File: src/rtl/ep0_in_sequencer.sv
// EP0 IN data-stage sequencer: streams min(src_len, req_len) descriptor bytes
// into MAX_PKT packets with DATA0/DATA1 toggling, ZLP termination and retransmit.
//
// Byte handshake: a byte is transferred on every cycle where tx_valid and
// tx_ready are both high; tx_valid, tx_data, tx_last and rom_addr hold steady
// while tx_ready is low, and the next byte appears the cycle after acceptance.
module ep0_in_sequencer #(
  parameter int MAX_PKT = 64,
  parameter int ADDR_W  = 8
) (
  input  logic              clk48,
  input  logic              reset,
  input  logic              bus_reset,
  input  logic              start,
  input  logic [ADDR_W-1:0] base_addr,
  input  logic [15:0]       src_len,
  input  logic [15:0]       req_len,
  input  logic              abort,
  input  logic              in_token,
  input  logic              handshake_ack,
  input  logic              handshake_timeout,
  output logic [ADDR_W-1:0] rom_addr,
  input  logic [7:0]        rom_data,
  output logic              tx_start,
  output logic [6:0]        tx_len,
  output logic              tx_data1,
  output logic [7:0]        tx_data,
  output logic              tx_valid,
  input  logic              tx_ready,
  output logic              tx_last,
  output logic              busy,
  output logic              done
);

  localparam logic [2:0] S_IDLE    = 3'd0;
  localparam logic [2:0] S_WAIT_IN = 3'd1;
  localparam logic [2:0] S_SEND    = 3'd2;
  localparam logic [2:0] S_WAIT_HS = 3'd3;
  localparam logic [2:0] S_DONE    = 3'd4;

  localparam logic [15:0] MAX16    = 16'(MAX_PKT);
  localparam logic [15:0] PKT_MASK = 16'(MAX_PKT - 1);

  logic [2:0]        state_q, state_d;
  logic [ADDR_W-1:0] base_q, base_d;
  logic [15:0]       offset_q, offset_d;
  logic [15:0]       remaining_q, remaining_d;
  logic              zlp_needed_q, zlp_needed_d;
  logic              toggle_q, toggle_d;
  logic [6:0]        byte_idx_q, byte_idx_d;
  logic              tx_start_q, tx_start_d;
  logic [6:0]        tx_len_q, tx_len_d;
  logic              tx_data1_q, tx_data1_d;

  logic        clear;
  logic [15:0] total_c;
  logic [15:0] rem_next_c;
  logic [6:0]  pkt_len_c;
  logic        tx_valid_c;
  logic        tx_last_c;

  assign clear      = reset | bus_reset | abort;
  assign total_c    = (src_len < req_len) ? src_len : req_len;
  assign pkt_len_c  = (remaining_q < MAX16) ? remaining_q[6:0] : 7'(MAX_PKT);
  assign rem_next_c = remaining_q - 16'(tx_len_q);
  // A ZLP has tx_len_q == 0, so it never raises tx_valid.
  assign tx_valid_c = (state_q == S_SEND) && (byte_idx_q < tx_len_q);
  assign tx_last_c  = tx_valid_c && (byte_idx_q == tx_len_q - 7'd1);

  always_comb begin
    state_d      = state_q;
    base_d       = base_q;
    offset_d     = offset_q;
    remaining_d  = remaining_q;
    zlp_needed_d = zlp_needed_q;
    toggle_d     = toggle_q;
    byte_idx_d   = byte_idx_q;
    tx_start_d   = 1'b0;
    tx_len_d     = tx_len_q;
    tx_data1_d   = tx_data1_q;
    case (state_q)
      S_IDLE: begin
        if (start) begin
          base_d       = base_addr;
          offset_d     = 16'd0;
          remaining_d  = total_c;
          zlp_needed_d = (total_c < req_len) && ((total_c & PKT_MASK) == 16'd0);
          toggle_d     = 1'b1;
          state_d      = S_WAIT_IN;
        end
      end
      S_WAIT_IN: begin
        if (in_token) begin
          tx_start_d = 1'b1;
          tx_len_d   = pkt_len_c;
          tx_data1_d = toggle_q;
          byte_idx_d = 7'd0;
          state_d    = S_SEND;
        end
      end
      S_SEND: begin
        if (tx_len_q == 7'd0) begin
          state_d = S_WAIT_HS;
        end else if (tx_valid_c && tx_ready) begin
          if (tx_last_c) begin
            byte_idx_d = 7'd0;
            state_d    = S_WAIT_HS;
          end else begin
            byte_idx_d = byte_idx_q + 7'd1;
          end
        end
      end
      S_WAIT_HS: begin
        if (handshake_ack) begin
          offset_d    = offset_q + 16'(tx_len_q);
          remaining_d = rem_next_c;
          toggle_d    = ~toggle_q;
          // The only zero-length packet of a transfer with zlp_needed is the ZLP itself.
          if ((rem_next_c == 16'd0) && (!zlp_needed_q || (tx_len_q == 7'd0))) begin
            state_d = S_DONE;
          end else begin
            state_d = S_WAIT_IN;
          end
        end else if (handshake_timeout) begin
          state_d = S_WAIT_IN;
        end
      end
      S_DONE: begin
        state_d = S_IDLE;
      end
      default: begin
        state_d = S_IDLE;
      end
    endcase
  end

  always_ff @(posedge clk48) begin
    if (clear) begin
      state_q      <= S_IDLE;
      base_q       <= '0;
      offset_q     <= 16'd0;
      remaining_q  <= 16'd0;
      zlp_needed_q <= 1'b0;
      toggle_q     <= 1'b0;
      byte_idx_q   <= 7'd0;
      tx_start_q   <= 1'b0;
      tx_len_q     <= 7'd0;
      tx_data1_q   <= 1'b0;
    end else begin
      state_q      <= state_d;
      base_q       <= base_d;
      offset_q     <= offset_d;
      remaining_q  <= remaining_d;
      zlp_needed_q <= zlp_needed_d;
      toggle_q     <= toggle_d;
      byte_idx_q   <= byte_idx_d;
      tx_start_q   <= tx_start_d;
      tx_len_q     <= tx_len_d;
      tx_data1_q   <= tx_data1_d;
    end
  end

  assign rom_addr = base_q + ADDR_W'(offset_q) + ADDR_W'(byte_idx_q);
  assign tx_start = tx_start_q;
  assign tx_len   = tx_len_q;
  assign tx_data1 = tx_data1_q;
  assign tx_data  = rom_data;
  assign tx_valid = tx_valid_c;
  assign tx_last  = tx_last_c;
  assign busy     = (state_q != S_IDLE);
  assign done     = (state_q == S_DONE);

endmodule

File: config.mk
export PLATFORM = sky130hd
export DESIGN_NAME = ep0_in_sequencer
export DESIGN_NICKNAME = d
export VERILOG_FILES = /design/src/rtl/ep0_in_sequencer.sv
export SDC_FILE = /design/constraint.sdc
export NUM_CORES = 1
export LEC_CHECK = 0
export BUFFER_PORTS_ARGS = -buffer_cell sky130_fd_sc_hd__buf_2
export CAP_MARGIN = 10
export CORE_MARGIN = 8
export CORE_UTILIZATION = 53
export CTS_BUF_LIST = sky130_fd_sc_hd__clkbuf_2
export DETAILED_ROUTE_END_ITERATION = 10
export GPL_TIMING_DRIVEN = 1
export PLACE_DENSITY = 0.8
export SETUP_SLACK_MARGIN = 0.15
export SYNTH_ARGS = -nofsm -noshare
export SYNTH_HDL_FRONTEND = slang
export SYNTH_SLANG_ARGS = --single-unit
File: constraint.sdc
create_clock -name clk48 -period 3.3 [get_ports clk48]
set_input_delay 0 -clock clk48 [delete_from_list [all_inputs] [get_ports clk48]]
set_output_delay 0 -clock clk48 [all_outputs]
set_load 0.01 [all_outputs]
* Word-level counts from Yosys, hierarchy flattened
Index checks and enable logic that the tools add are counted.
** Storage, ports and cells
- Bits in registers :: 61
- Latch bits :: 0
- Logic and storage cells :: 83
- RAM bits :: 0
- Memories kept :: 0
- ROM bits :: 0
** Operators by class
- Add/sub/neg operators :: 6
- Order comparisons :: 4
- Shift operators :: 0
- Multiplexer cells :: 26
- Reductions and logical operators :: 20
- Div/mod/pow operators :: 0
- Equality and inequality tests :: 13
- Multipliers :: 0
- Bitwise gates (word level) :: 4
** Operator list (count)
- 2-to-1 mux 16 bit :: 5
- case mux 16 bit (2 select lines) :: 2
- 2-to-1 mux 7 bit :: 5
- logical NOT 16 bit :: 2
- less-than comparator 16 bit :: 2
- 2-to-1 mux 3 bit :: 8
- adder 16 x 7 -> 16 bit :: 1
- less-than comparator 16 x 7 -> 1 bit (second input constant) :: 1
- subtractor 16 x 7 -> 16 bit :: 1
- case mux 7 bit (2 select lines) :: 1
- case mux 3 bit (4 select lines) :: 1
- adder 8 x 7 -> 8 bit :: 1
- adder 8 bit :: 1
- inequality test 2 bit (second input constant) :: 4
- adder 7 x 1 -> 7 bit (second input constant) :: 1
- == test 7 bit :: 1
- logical NOT 7 bit :: 1
- less-than comparator 7 bit :: 1
- subtractor 7 x 1 -> 7 bit (second input constant) :: 1
- == test 3 x 2 -> 1 bit (second input constant) :: 2
- logical AND 1 bit :: 5
- AND reduction 5 bit :: 1
- AND reduction 2 bit :: 2
- AND reduction 4 bit :: 1
- 17 further kinds :: 22

* Depth between registers and ports, before layout
- Word-level depth :: 7
- Depth in mapped cells :: 18

* Least setup slack after synthesis
OpenSTA, ideal clock, no wires.
- Kind :: input -> register
- Start point :: in req_len[13]
- End point :: reg zlp_needed_q
- Slack :: -0.014 ns
- Setup time :: 0.074 ns
- Required time :: 3.226 ns
- Buffers on the path :: 2
- Stages on the path :: 18
- Arrival time :: 3.240 ns
- Path through :: inv_1 > ha_1 > a21oi_1 > nor2b_1 > o21ai_0 > nand2b_1 > a211o_1 > o32a_1 > clkbuf_1 > buf_2 > mux2_2 > ha_1 > a2111oi_0 > nor2_1 > o211ai_1 > o21ai_0 > mux2_2 > o21ai_0
** Between the ends
- Cells in the longest elaborated chain, start to end :: 4
- Elaborated cells between the ends (all ways) :: 5
- Those cells by class :: order compare: 2; mux: 1; reduce/logical: 2
** Ends and longest elaborated chain
- from (decl) :: RTL line 17 : input logic [15:0] req_len,
- less-than comparator 16 bit :: RTL line 63 : assign total_c = (src_len < req_len) ? src_len : req_len;
- 2-to-1 mux 16 bit :: RTL line 63
- less-than comparator 16 bit or logical NOT 16 bit (tied branches) :: RTL line 87 : zlp_needed_d = (total_c < req_len) && ((total_c & PKT_MASK) == 16'd0);
- logical AND 1 bit (*) :: RTL line 87
- to (signal assigned) :: RTL line 154 : zlp_needed_q <= zlp_needed_d;
- to (decl) :: RTL line 48 : logic zlp_needed_q, zlp_needed_d;
Mark *: on every way between the ends. The rest lies on a longest branch, timed or not.
A chain may end at the register's enable or synchronous reset.

* Final worst setup path
- Start point :: in req_len[10]
- End point :: reg zlp_needed_q
Same word-level chain as after synthesis.

==> key figures <==
Status
  – Status: completed

Power
  – Peak VDD IR: approximately 0.14 mV
  – Leak: 0.00266 µW
  – Pwr Density: approximately 240 mW/mm²
  – Power Total: 1410 µW

Critical path
  – Setup Crit Path Kind: primary input to register
  – Reg2reg end: remaining_q[10]
  – Critical Path End Type: register
  – Crit-path cells: dlygate4sd3_1 -> buf_2 -> inv_1 -> ha_1 -> a211o_1 -> o32a_1 -> buf_12 -> mux2_2 -> ha_1 -> a2111oi_4 -> nor2_1 -> o211ai_1 -> nand4_1 -> mux2_2 -> o21ai_1
  – Slowest CP cell: dlygate4sd3_1
  – Max stage delay on crit path: 0.53 ns
  – CP delay by family, top: compound AO/OA/AOI/OAI gates
  – Startpoint types: primary input
  – CP Data Arrival Time: between 3 and 4 ns
  – Worst Path Buf+Inv: 4
  – Crit-path max FO: 8
  – Reg2Reg Depth: 10
  – R2R setup slack: 0.28 ns
  – Critical R2R Launch: tx_len[6]
  – Worst path required time: 3.69 ns

Synth
  – FF+latch count, synth: 53
  – Yosys cell types: 65
  – Synthesized area: 0.00470 mm²
  – Seq/Total Area, Yosys: 22.6%
  – Synth Instances: 559
  – Avg Cell Area, Syn: 8.40 µm²
  – Async SR Flop Fraction: 0%
  – Number of synthesized flops with an enable pin: 0
  – Yosys warns: 0
  – Post-Syn Nets: 686
  – Top_reg_cell synth: dfxtp_1

Route
  – ANT nets after route: 0
  – First DRT Iteration DRCs: just under 200
  – Total number of vias: 4757
  – Drt first pass iters: 4
  – Wire per inst: about 18 µm
  – DRC viols: 0
  – DR vias/cell: 6.03
  – Overall routed net length: 14100 µm

Cells and area
  – Final nets: between 800 and 900
  – Fraction of layout cells with a size suffix above 1: 21.0%
  – FILL cells: 684
  – Sequential cell area: ~0.0011 mm²
  – Multi-input logic area: between 0.003 and 0.004 mm²
  – P&R area growth vs syn: 25.0%

Clock network
  – TritonCTS Buffers: 5
  – H-Tree Depth: 2
  – Clock insertion delay at the later pin of the skew report: approximately 0.47 ns
  – CTS root buf: clkbuf_2
  – Clk pin slew, worst setup/hold paths: around 0.24 ns
  – Maximum number of buffers from clock root to sink: 2
  – CTS tree: done
  – Clock sinks: 53

Floorplan
  – Row cnt: 34
  – Core ar.: 0.00868 mm²
  – Initial cell density of the core: a little over half
  – Area of the die: between 0.01 and 0.015 mm²
  – Io pins: 86
  – Die Wd: 110 µm
  – Die Height: 110 µm

Global route
  – Number of global-route vias before repair: 4756
  – Largest net degree at the start of global routing: 43
  – Gr usage total: 22.5%
  – Initial antenna violation count: 1
  – GRT overflow: 0
  – First-pass GRT wire length: between 20000 and 25000 µm

Place
  – Count of buffers from port buffering: 69
  – Final HPWL DP: ~9700 µm
  – RD Place Congestion: ~0.87

STA
  – Max Slew Vio Count: 0
  – Worst clock skew: 0.0407 ns
  – RSZ-0062 raised after global routing: true
  – Min Tclk post-route: 3.12 ns
  – Final setup vio count: 0
  – Relative slew slack: 32.2%
  – Maximum clock frequency: 321 MHz
  – Final Cycle Share: between 90% and 100%
  – Slew @ Worst Pin: 1.01 ns
  – Worst Hold Slack: 0.00000448 ns
  – Final hold vios: 0

Worst hold path
  – Endpoint, Worst Hold: tx_data[6]
  – Hold Crit Class: primary input to primary output
  – Hold depth: 0
  – Hold_sp: rom_data[6]

Flow run
  – Number of max-cap violations: 0
## cells in the mapped netlist, types with 2 or more instances
cell type / instances / area [µm²]
a2111oi_0: 3 / 26.3
a211oi_1: 4 / 30.0
a21boi_0: 3 / 22.5
a21o_1: 11 / 82.6
a21oi_1: 38 / 190
a221oi_1: 2 / 17.5
a22o_1: 4 / 35.0
a22oi_1: 22 / 165
a31oi_1: 2 / 12.5
a32oi_1: 2 / 17.5
and3_1: 5 / 31.3
buf_4: 8 / 60.1
clkbuf_1: 20 / 75.1
dfxtp_1: 53 / 1060
fa_1: 10 / 200
ha_1: 60 / 751
inv_1: 41 / 154
mux2_2: 16 / 180
mux2i_1: 3 / 30.0
nand2_1: 28 / 105
nand2b_1: 3 / 18.8
nand3_1: 16 / 80.1
nand3b_1: 4 / 30.0
nand4_1: 6 / 37.5
nand4b_1: 2 / 17.5
nor2_1: 48 / 180
nor2b_1: 8 / 50.1
nor3_1: 11 / 55.1
nor3b_1: 5 / 37.5
nor4_1: 6 / 37.5
o2111ai_1: 3 / 26.3
o211ai_1: 4 / 30.0
o21a_1: 5 / 37.5
o21ai_0: 26 / 130
o21bai_1: 2 / 15.0
o22a_1: 2 / 17.5
o22ai_1: 3 / 18.8
o2bb2ai_1: 10 / 87.6
o31ai_1: 2 / 15.0
or2_2: 2 / 12.5
or3_1: 7 / 43.8
or3_2: 2 / 15.0
or4_1: 2 / 15.0
xnor2_1: 17 / 149
xor2_1: 8 / 70.1
## sequential cells by signal, indices dropped and copies added, names as in the netlist
register / flops
toggle_q: 1
remaining_q: 16
tx_start: 1
byte_idx_q: 7
tx_len: 7
tx_data1: 1
base_q: 8
offset_q: 8
state_q: 3
zlp_needed_q: 1
## worst max path at each step
stage | from | endpoint | slack (ns) | cells past startpoint
6_report | req_len[10] | zlp_needed_q | 0.18 | 15
5_1_grt | req_len[10] | zlp_needed_q | 0.02 | 15
4_1_cts | req_len[3] | zlp_needed_q | 0.17 | 16
3_5_place_dp | req_len[13] | zlp_needed_q | -0.04 | 18
3_3_place_gp | req_len[13] | zlp_needed_q | 0.10 | 18
2_1_floorplan | req_len[13] | zlp_needed_q | 0.17 | 18
## logic make-up (layout without fill, tap and decap cells)
family	count (synthesis)	after routing	synth area share [%]
AND/OR/NAND/NOR	162	162	18.0
AO/OA/AOI/OAI	159	159	23.4
buffers and inverters	71	192	6.58
adder cells (fa/ha/maj)	70	70	20.2
flip-flops	53	53	22.6
XOR/XNOR	25	25	4.66
multiplexers	19	19	4.48
other	0	1	0
## layout by cell type, fill, tap and decap left out, drive strengths merged, types with 4 or more instances in the layout
master       count
xor2             8
mux2            16
nor3            12
a21o            12
nand3           16
xnor2           17
dfxtp           53
buf             87
a22oi           22
nor4             6
dlygate4sd3     53
nand3b           4
o21a             5
or3              9
clkbuf           7
ha              60
and3             5
o211ai           4
nor3b            6
nor2b            8
nor2            48
nand4            6
inv             42
o21ai           26
o2bb2ai         10
nand2           28
a21oi           38
fa              10
a211oi           4
a22o             4
nand2b           4
## cell type report
type | instances | area share (%)
antenna | 1 | 0.0426
clock buffer | 6 | 0.511
clock inverter | 2 | 0.234
inverter | 41 | 2.62
multi-input combinational | 435 | 57.8
sequential | 53 | 18.2
tap | 108 | 2.30
timing repair buffer | 143 | 18.3
## per-layer routing
metal	GRT usage, %	vias to the layer above	wire (µm)
met5	0	-	0
met4	9.23	0	428
met3	3.78	43	840
met2	37.8	180	6800
met1	27.9	2243	6010
li1	-	2291	-
## per-stage QoR
step           worst slack [ns]  cell area [µm²]  setup TNS (ns)  std cells  util, %
2_1_floorplan             0.170             4730               0        559        -
3_3_place_gp              0.103             5140               0        718     59.3
3_5_place_dp            -0.0446             5140         -0.0446        718     59.3
4_1_cts                   0.166             5740               0        781     66.1
5_1_grt                  0.0198             5870               0        789     67.7
6_report                  0.183             5870               0        789     67.7
## report_power, final
part           internal [µW]  leakage, µW  total, µW  switching [µW]
logic                    246      0.00219        476             230
registers                650     0.000432        659            8.88
clock network           57.4    0.0000334        275             217
## what timing repair did
item,in CTS,in global routing
endpoints found under the hold margin,28,0
gates resized for setup,0,21
hold buffers,55,0
setup endpoints to repair,0,6
setup buffers,0,6
Note: power is estimated with default switching activity, not from simulation.
